==> config.mk <==
export PLATFORM = sky130hd
export DESIGN_NAME = uart_tx_buffered
export DESIGN_NICKNAME = d
export VERILOG_FILES = /design/src/rtl/uart_pkg.sv /design/src/rtl/uart_tx_fifo.sv /design/src/rtl/uart_tx_buffered.sv
export SDC_FILE = /design/constraint.sdc
export NUM_CORES = 1
export LEC_CHECK = 0
export ABC_CLOCK_PERIOD_IN_PS = 3200
export CORE_MARGIN = 2
export CORE_UTILIZATION = 55
export CTS_CLUSTER_SIZE = 20
export DETAILED_ROUTE_END_ITERATION = 8
export MAX_ROUTING_LAYER = met4
export PLACE_DENSITY = 0.81
export SLEW_MARGIN = 20
export SYNTH_ARGS = -nofsm -noshare
export SYNTH_HDL_FRONTEND = slang
export SYNTH_SLANG_ARGS = --single-unit
==> constraint.sdc <==
create_clock -name SER_CLK -period 3.2 [get_ports SER_CLK]
set_clock_uncertainty 0.1 [all_clocks]
set_input_delay 0.32 -clock SER_CLK [delete_from_list [all_inputs] [get_ports SER_CLK]]
set_output_delay 0.32 -clock SER_CLK [all_outputs]
set_load 0.005 [all_outputs]
==> src/rtl/uart_pkg.sv <==
// uart_pkg: definitions shared by uart_rx and uart_tx_buffered.
// Holds the frame state encoding, the data width and the bit-timing helper.
package uart_pkg;

  localparam int UART_DATA_BITS = 8;

  // 3-bit state encoding; PARITY is only reachable when parity is built in.
  typedef enum logic [2:0] {
    ST_IDLE   = 3'd0,
    ST_START  = 3'd1,
    ST_DATA   = 3'd2,
    ST_PARITY = 3'd3,
    ST_STOP   = 3'd4
  } uart_state_e;

  // Clocks per UART bit from system clock and baud rate.
  function automatic int calc_clks_per_bit(input int f_clk, input int baud);
    return f_clk / baud;
  endfunction

endpackage

==> src/rtl/uart_tx_fifo.sv <==
// uart_tx_fifo: single-clock elastic buffer in front of the UART transmitter.
// Writes while full and pops while empty are ignored; a write and a pop on
// the same edge both take effect and leave the count unchanged.
module uart_tx_fifo
  import uart_pkg::*;
#(
  parameter int FIFO_DEPTH = 4
) (
  input  logic                        clk_i,
  input  logic                        rst_ni,
  input  logic                        wr_en_i,
  input  logic [UART_DATA_BITS-1:0]   wr_data_i,
  input  logic                        rd_en_i,
  output logic [UART_DATA_BITS-1:0]   rd_data_o,
  output logic                        full_o,
  output logic                        empty_o,
  output logic [$clog2(FIFO_DEPTH):0] count_o
);

  localparam int PTR_W = $clog2(FIFO_DEPTH);

  logic [UART_DATA_BITS-1:0] mem_q [FIFO_DEPTH];
  logic [PTR_W-1:0]          wr_ptr_q;
  logic [PTR_W-1:0]          rd_ptr_q;
  logic [PTR_W:0]            count_q;
  logic                      do_wr;
  logic                      do_rd;

  assign full_o    = (count_q == (PTR_W+1)'(FIFO_DEPTH));
  assign empty_o   = (count_q == '0);
  assign do_wr     = wr_en_i && !full_o;
  assign do_rd     = rd_en_i && !empty_o;
  assign rd_data_o = mem_q[rd_ptr_q];
  assign count_o   = count_q;

  // Pointer and occupancy bookkeeping; depth is a power of two so pointers wrap naturally.
  always_ff @(posedge clk_i) begin
    if (!rst_ni) begin
      wr_ptr_q <= '0;
      rd_ptr_q <= '0;
      count_q  <= '0;
    end else begin
      if (do_wr) wr_ptr_q <= wr_ptr_q + PTR_W'(1);
      if (do_rd) rd_ptr_q <= rd_ptr_q + PTR_W'(1);
      case ({do_wr, do_rd})
        2'b10:   count_q <= count_q + (PTR_W+1)'(1);
        2'b01:   count_q <= count_q - (PTR_W+1)'(1);
        default: count_q <= count_q;
      endcase
    end
  end

  // Storage array; contents need no reset since occupancy gates every read.
  always_ff @(posedge clk_i) begin
    if (do_wr) mem_q[wr_ptr_q] <= wr_data_i;
  end

endmodule

==> src/rtl/uart_tx_buffered.sv <==
// uart_tx_buffered: buffered 8N1 UART transmitter for the dds-synth host link.
// Build option: define UART_TX_PARITY_EN to insert an even-parity bit after
// data bit 7 (8E1 framing); without it the frame is 8N1.
module uart_tx_buffered
  import uart_pkg::*;
#(
  parameter int F_CLK        = 12_000_000,
  parameter int UART_BAUD    = 9600,
  parameter int CLKS_PER_BIT = calc_clks_per_bit(F_CLK, UART_BAUD),
  parameter int FIFO_DEPTH   = 4
) (
  input  logic       SER_CLK,
  input  logic       RST_N,
  input  logic       TX_DV,
  input  logic [7:0] TX_BYTE,
  output logic       TX_READY,
  output logic       TX_SERIAL,
  output logic       TX_ACTIVE,
  output logic       TX_DONE,
  output logic       TX_EMPTY
);

  localparam logic [31:0] CNT_LAST = 32'(CLKS_PER_BIT - 1);
  // Cycle before the last stop cycle: TX_DONE is registered, so it is set one edge early.
  localparam logic [31:0] CNT_PRE  = 32'(CLKS_PER_BIT - 2);
  localparam logic [2:0]  BIT_LAST = 3'(UART_DATA_BITS - 1);

  uart_state_e               state_q;
  logic [31:0]               clk_cnt_q;
  logic [2:0]                bit_idx_q;
  logic [UART_DATA_BITS-1:0] shift_q;
  logic                      tx_serial_q;
  logic                      tx_done_q;
`ifdef UART_TX_PARITY_EN
  logic                      parity_q;
`endif

  logic                      fifo_pop;
  logic [UART_DATA_BITS-1:0] fifo_rdata;
  logic                      fifo_full;
  logic                      fifo_empty;
  logic [$clog2(FIFO_DEPTH):0] fifo_count;

  uart_tx_fifo #(
    .FIFO_DEPTH(FIFO_DEPTH)
  ) u_fifo (
    .clk_i     (SER_CLK),
    .rst_ni    (RST_N),
    .wr_en_i   (TX_DV),
    .wr_data_i (TX_BYTE),
    .rd_en_i   (fifo_pop),
    .rd_data_o (fifo_rdata),
    .full_o    (fifo_full),
    .empty_o   (fifo_empty),
    .count_o   (fifo_count)
  );

  // A new frame is loaded from idle, or directly at the end of a stop bit for back-to-back frames.
  always_comb begin
    fifo_pop = 1'b0;
    if (!fifo_empty &&
        ((state_q == ST_IDLE) || ((state_q == ST_STOP) && (clk_cnt_q == CNT_LAST)))) begin
      fifo_pop = 1'b1;
    end
  end

  // Frame sequencer: walks start, data, optional parity and stop bits with registered line output.
  always_ff @(posedge SER_CLK) begin
    if (!RST_N) begin
      state_q     <= ST_IDLE;
      clk_cnt_q   <= '0;
      bit_idx_q   <= '0;
      shift_q     <= '0;
      tx_serial_q <= 1'b1;
      tx_done_q   <= 1'b0;
`ifdef UART_TX_PARITY_EN
      parity_q    <= 1'b0;
`endif
    end else begin
      tx_done_q <= (state_q == ST_STOP) && (clk_cnt_q == CNT_PRE);
      case (state_q)
        ST_IDLE: begin
          clk_cnt_q <= '0;
          bit_idx_q <= '0;
          if (fifo_pop) begin
            shift_q     <= fifo_rdata;
`ifdef UART_TX_PARITY_EN
            parity_q    <= ^fifo_rdata;
`endif
            tx_serial_q <= 1'b0;
            state_q     <= ST_START;
          end else begin
            tx_serial_q <= 1'b1;
          end
        end
        ST_START: begin
          if (clk_cnt_q == CNT_LAST) begin
            clk_cnt_q   <= '0;
            bit_idx_q   <= '0;
            tx_serial_q <= shift_q[0];
            state_q     <= ST_DATA;
          end else begin
            clk_cnt_q <= clk_cnt_q + 32'd1;
          end
        end
        ST_DATA: begin
          if (clk_cnt_q == CNT_LAST) begin
            clk_cnt_q <= '0;
            if (bit_idx_q == BIT_LAST) begin
`ifdef UART_TX_PARITY_EN
              tx_serial_q <= parity_q;
              state_q     <= ST_PARITY;
`else
              tx_serial_q <= 1'b1;
              state_q     <= ST_STOP;
`endif
            end else begin
              bit_idx_q   <= bit_idx_q + 3'd1;
              tx_serial_q <= shift_q[bit_idx_q + 3'd1];
            end
          end else begin
            clk_cnt_q <= clk_cnt_q + 32'd1;
          end
        end
`ifdef UART_TX_PARITY_EN
        ST_PARITY: begin
          if (clk_cnt_q == CNT_LAST) begin
            clk_cnt_q   <= '0;
            tx_serial_q <= 1'b1;
            state_q     <= ST_STOP;
          end else begin
            clk_cnt_q <= clk_cnt_q + 32'd1;
          end
        end
`endif
        ST_STOP: begin
          if (clk_cnt_q == CNT_LAST) begin
            clk_cnt_q <= '0;
            bit_idx_q <= '0;
            if (fifo_pop) begin
              shift_q     <= fifo_rdata;
`ifdef UART_TX_PARITY_EN
              parity_q    <= ^fifo_rdata;
`endif
              tx_serial_q <= 1'b0;
              state_q     <= ST_START;
            end else begin
              tx_serial_q <= 1'b1;
              state_q     <= ST_IDLE;
            end
          end else begin
            clk_cnt_q <= clk_cnt_q + 32'd1;
          end
        end
        default: begin
          state_q     <= ST_IDLE;
          clk_cnt_q   <= '0;
          bit_idx_q   <= '0;
          tx_serial_q <= 1'b1;
        end
      endcase
    end
  end

  assign TX_SERIAL = tx_serial_q;
  assign TX_DONE   = tx_done_q;
  assign TX_ACTIVE = (state_q != ST_IDLE);
  assign TX_READY  = !fifo_full;
  assign TX_EMPTY  = (fifo_count == '0) && (state_q == ST_IDLE);

endmodule
==> results.tsv <==
stage	metric	value	unit
run_status	run_status	finished clean	
sta	fin_ws	0.235	ns
route	vias	2870	
logic_synthesis	yosysWarnings	0	
clock_tree	clockBufferDepth	2	
floorplan	coreArea	7210	um^2
clock_tree	clkLatencyLatePin	0.36	ns
route	drt_iter0_markers	168	
route	route.detailed.wl_per_inst	15.3	um
cells_and_area	fin_nets	416	
clock_tree	cts-hold-fix-buffers	0	
pwr	p_sw	0.912	mW
pwr	pwr-share-seq	0.472	
logic_synthesis	synth_cell_type_count	48	
clock_tree	tritoncts	done	
sta	final_hold_viol_count	0	
clock_tree	htreeDepth	3	
critical_path	cp-start-kind	flip-flop	
cells_and_area	drive_above_1_share	0.0952	
sta	fmax	337	MHz
cells_and_area	area_delta_synth_final	9.65	%
logic_synthesis	synth.avg_cell_area	10.7	um^2
logic_synthesis	synth.top_cells.by_area	dfxtp_1, edfxtp_1, xnor2_1	
clock_tree	cts_resized	0	
critical_path	arrival	3.16	ns
logic_synthesis	synth.top_cell.area_share	0.279	
logic_synthesis	async_reset_ff_frac	0	
floorplan	start_util	0.568	
pwr	power_density	672	nW/um^2
logic_synthesis	syn-num-nets	404	
pwr	p_int	2.11	mW
global_routing	grt_pass1_wl	12.5	mm
critical_path	path_class	flip-flop to flip-flop	
sta	setup_viol	0	
pwr	irDropWorstVdd	0.482	mV
floorplan	die-width	90.3	um
pwr	power.leakage	1.43	nW
global_routing	grt.total_usage	0.198	
cells_and_area	antennaDiodeCount	0	
clock_tree	cts_setup_buffers	0	
logic_synthesis	ys_ff_latch	89	
logic_synthesis	syn_inst	382	
flow_run	drv_cap	0	
sta	layout_worst_path_cycle_share	0.926	
logic_synthesis	yosys-mux-area-fraction	0.0641	
sta	rsz0062_at_grt	no	
critical_path	cp-end-kind	flip-flop	
logic_synthesis	synth_edf_count	32	
clock_tree	cts_made_buffers	9	
sta	slew_violations	0	
global_routing	antenna_found_initial	0	
route	drt-met1-wl	3.50	mm
logic_synthesis	synthSimpleGateAreaFrac	0.209	
logic_synthesis	synth_compound_area_frac	0.0596	
logic_synthesis	synth_fa_ha_area_frac	0.0354	
route	top_layer_used	met4	
logic_synthesis	synth_xor_area_frac	0.0684	
sta	fin_crit	2.96	ns
route	routed-wl-met2	3.65	mm
route	routed_via_density	5.76	
floorplan	die_area	8150	um^2
floorplan	die_h	90.3	um
route	wl	7.62	mm
clock_tree	clock_sinks	89	
logic_synthesis	synth_top_area_cell	dfxtp_1	
placed_design	detailed_place_hpwl	5.26	mm
hold_path	hold_class	flip-flop to flip-flop	
sta	relSlewSlack	0.553	
clock_tree	cts.clk_slew.worst_paths	0.10	ns
global_routing	grt_pass1_vias	2690	
placed_design	place_ws	0.263	ns
route	firstDrtPassIters	5	
critical_path	critPathRequiredTime	3.39	ns
logic_synthesis	synth_top_family_by_area	simple AND/OR/NAND/NOR gates	
placed_design	io_buffers	15	
clock_tree	root_buffer	clkbuf_8	
sta	tightest_slew	0.670	ns
placed_design	globalplace.congestion	0.872	
route	wl_met3	389	um
logic_synthesis	yosysSeqAreaShare	0.513	
sta	final.setup.tns	0	ns
pwr	p_clk_frac	0.294	
pwr	switching_share	0.302	
pwr	pwr-share-comb	0.235	
floorplan	std_cell_rows	31	
route	ant_nets	0	
logic_synthesis	syn_area	4100	um^2
route	drc_errors	0	
global_routing	overflow	0	
critical_path	path_max_fanout	5	
global_routing	grt_max_degree	30	
floorplan	floorplan.io_pins	16	
logic_synthesis	ys.flop_type	dfxtp_1	
## final timing paths
kind,from,endpoint,slack [ns],depth (start not counted)
worst max register to register,clk_cnt_q[2],u_fifo.count_o[2],0.24,10
worst min-delay path,shift_q[1],shift_q[1],0.39,2
worst min register to register,shift_q[1],shift_q[1],0.39,2
worst max-delay path,clk_cnt_q[2],u_fifo.count_o[2],0.24,10
## cells in the final DEF, fill, tap and decap left out, types with 2 or more instances in the layout
cell / instances
buf_4: 5
a21oi_1: 17
or3_1: 4
or4_4: 3
o211ai_1: 4
o21ai_1: 9
clkbuf_8: 9
clkdlybuf4s50_1: 15
xor2_1: 6
mux2i_1: 3
ha_1: 10
or4_1: 2
inv_6: 2
mux4_2: 8
nor4_1: 10
inv_1: 16
and2_1: 3
xnor2_1: 26
nand3_1: 30
nor2_1: 53
inv_8: 2
nand3b_1: 2
dfxtp_1: 57
mux4_1: 2
nand2_1: 18
bufinv_16: 2
nor3_1: 10
edfxtp_1: 32
o21ai_0: 3
and3_1: 8
and4_1: 5
nand4_1: 7
## Yosys cell counts, types with 2 or more instances
library cell  number
clkbuf_8           4
nand3_1           30
or3_1              4
xnor2_1           26
inv_1             16
ha_1              10
or4_1              2
edfxtp_1          32
dfxtp_1           57
and3_1             8
nor3_1            10
and4_1             5
mux4_1             2
buf_2              4
o211ai_1           4
o21ai_1            9
mux2i_1            3
and2_1             3
nand4_1            7
clkbuf_1           6
buf_6              2
mux4_2             8
nor2_1            53
or4_4              3
a21oi_1           17
xor2_1             6
nand3b_1           2
nor4_1            10
o21ai_0            3
nand2_1           18
## metal layers
layer	up-vias	GRT usage
li1	1396	-
met2	80	0.306
met3	13	0.0559
met5	-	-
met4	0	0.0667
met1	1381	0.252
## sequential cells by signal, summed over array words and instances (netlist names), named ones only
signal           count
u_fifo.wr_ptr_q      2
bit_idx_q            3
shift_q              8
TX_DONE              1
TX_SERIAL            1
state_q              3
u_fifo.rd_ptr_q      2
clk_cnt_q           32
u_fifo.mem_q        32
u_fifo.count_o       3
## power groups by stage
stage	sequential, mW	combinational (mW)	clock, mW
CTS	1.42	0.710	0.904
global route	1.44	0.794	0.946
detailed placement	1.45	0.701	0
finish	1.42	0.708	0.887
floorplan	1.39	0.624	0
global placement	1.44	0.679	0
## cell type report
type | instances | area [um^2]
fill | 587 | 2720
sequential | 89 | 2100
multi-input combinational | 258 | 1790
timing repair buffer | 20 | 188
clock buffer | 9 | 124
tap | 99 | 124
clock inverter | 7 | 108
inverter | 16 | 60.1
## critical path, stage by stage, from the launching register on
cell and delay, ns:
dfxtp_1 0.37, or4_4 0.58, nor4_4 0.36, a21oi_2 0.10, nor2_1 0.11, ha_1 0.20
inv_1 0.06, fa_1 0.37, xor2_1 0.19, or3_1 0.31, a21oi_1 0.14
## kinds of logic (layout without fill, tap and decap cells)
group,count (synthesis),after routing
AND/OR/NAND/NOR,162,162
flip-flops,89,89
AO/OA/AOI/OAI,40,40
buffers and inverters,35,52
XOR/XNOR,32,32
multiplexers,13,13
adder cells (fa/ha/maj),11,11
## stage by stage
step / hold slack [ns] / total power, mW / utilization / cells / cell area [um^2]
finish: 0.387 / 3.02 / 0.623 / 498 / 4490
global route: 0.405 / 3.18 / 0.623 / 498 / 4490
CTS: 0.384 / 3.04 / 0.623 / 498 / 4490
detailed placement: 0.371 / 2.15 / 0.591 / 482 / 4260
global placement: 0.366 / 2.12 / 0.591 / 482 / 4260
floorplan: 0.292 / 2.01 / - / 382 / 4100
(Power assumes the default switching activity.)
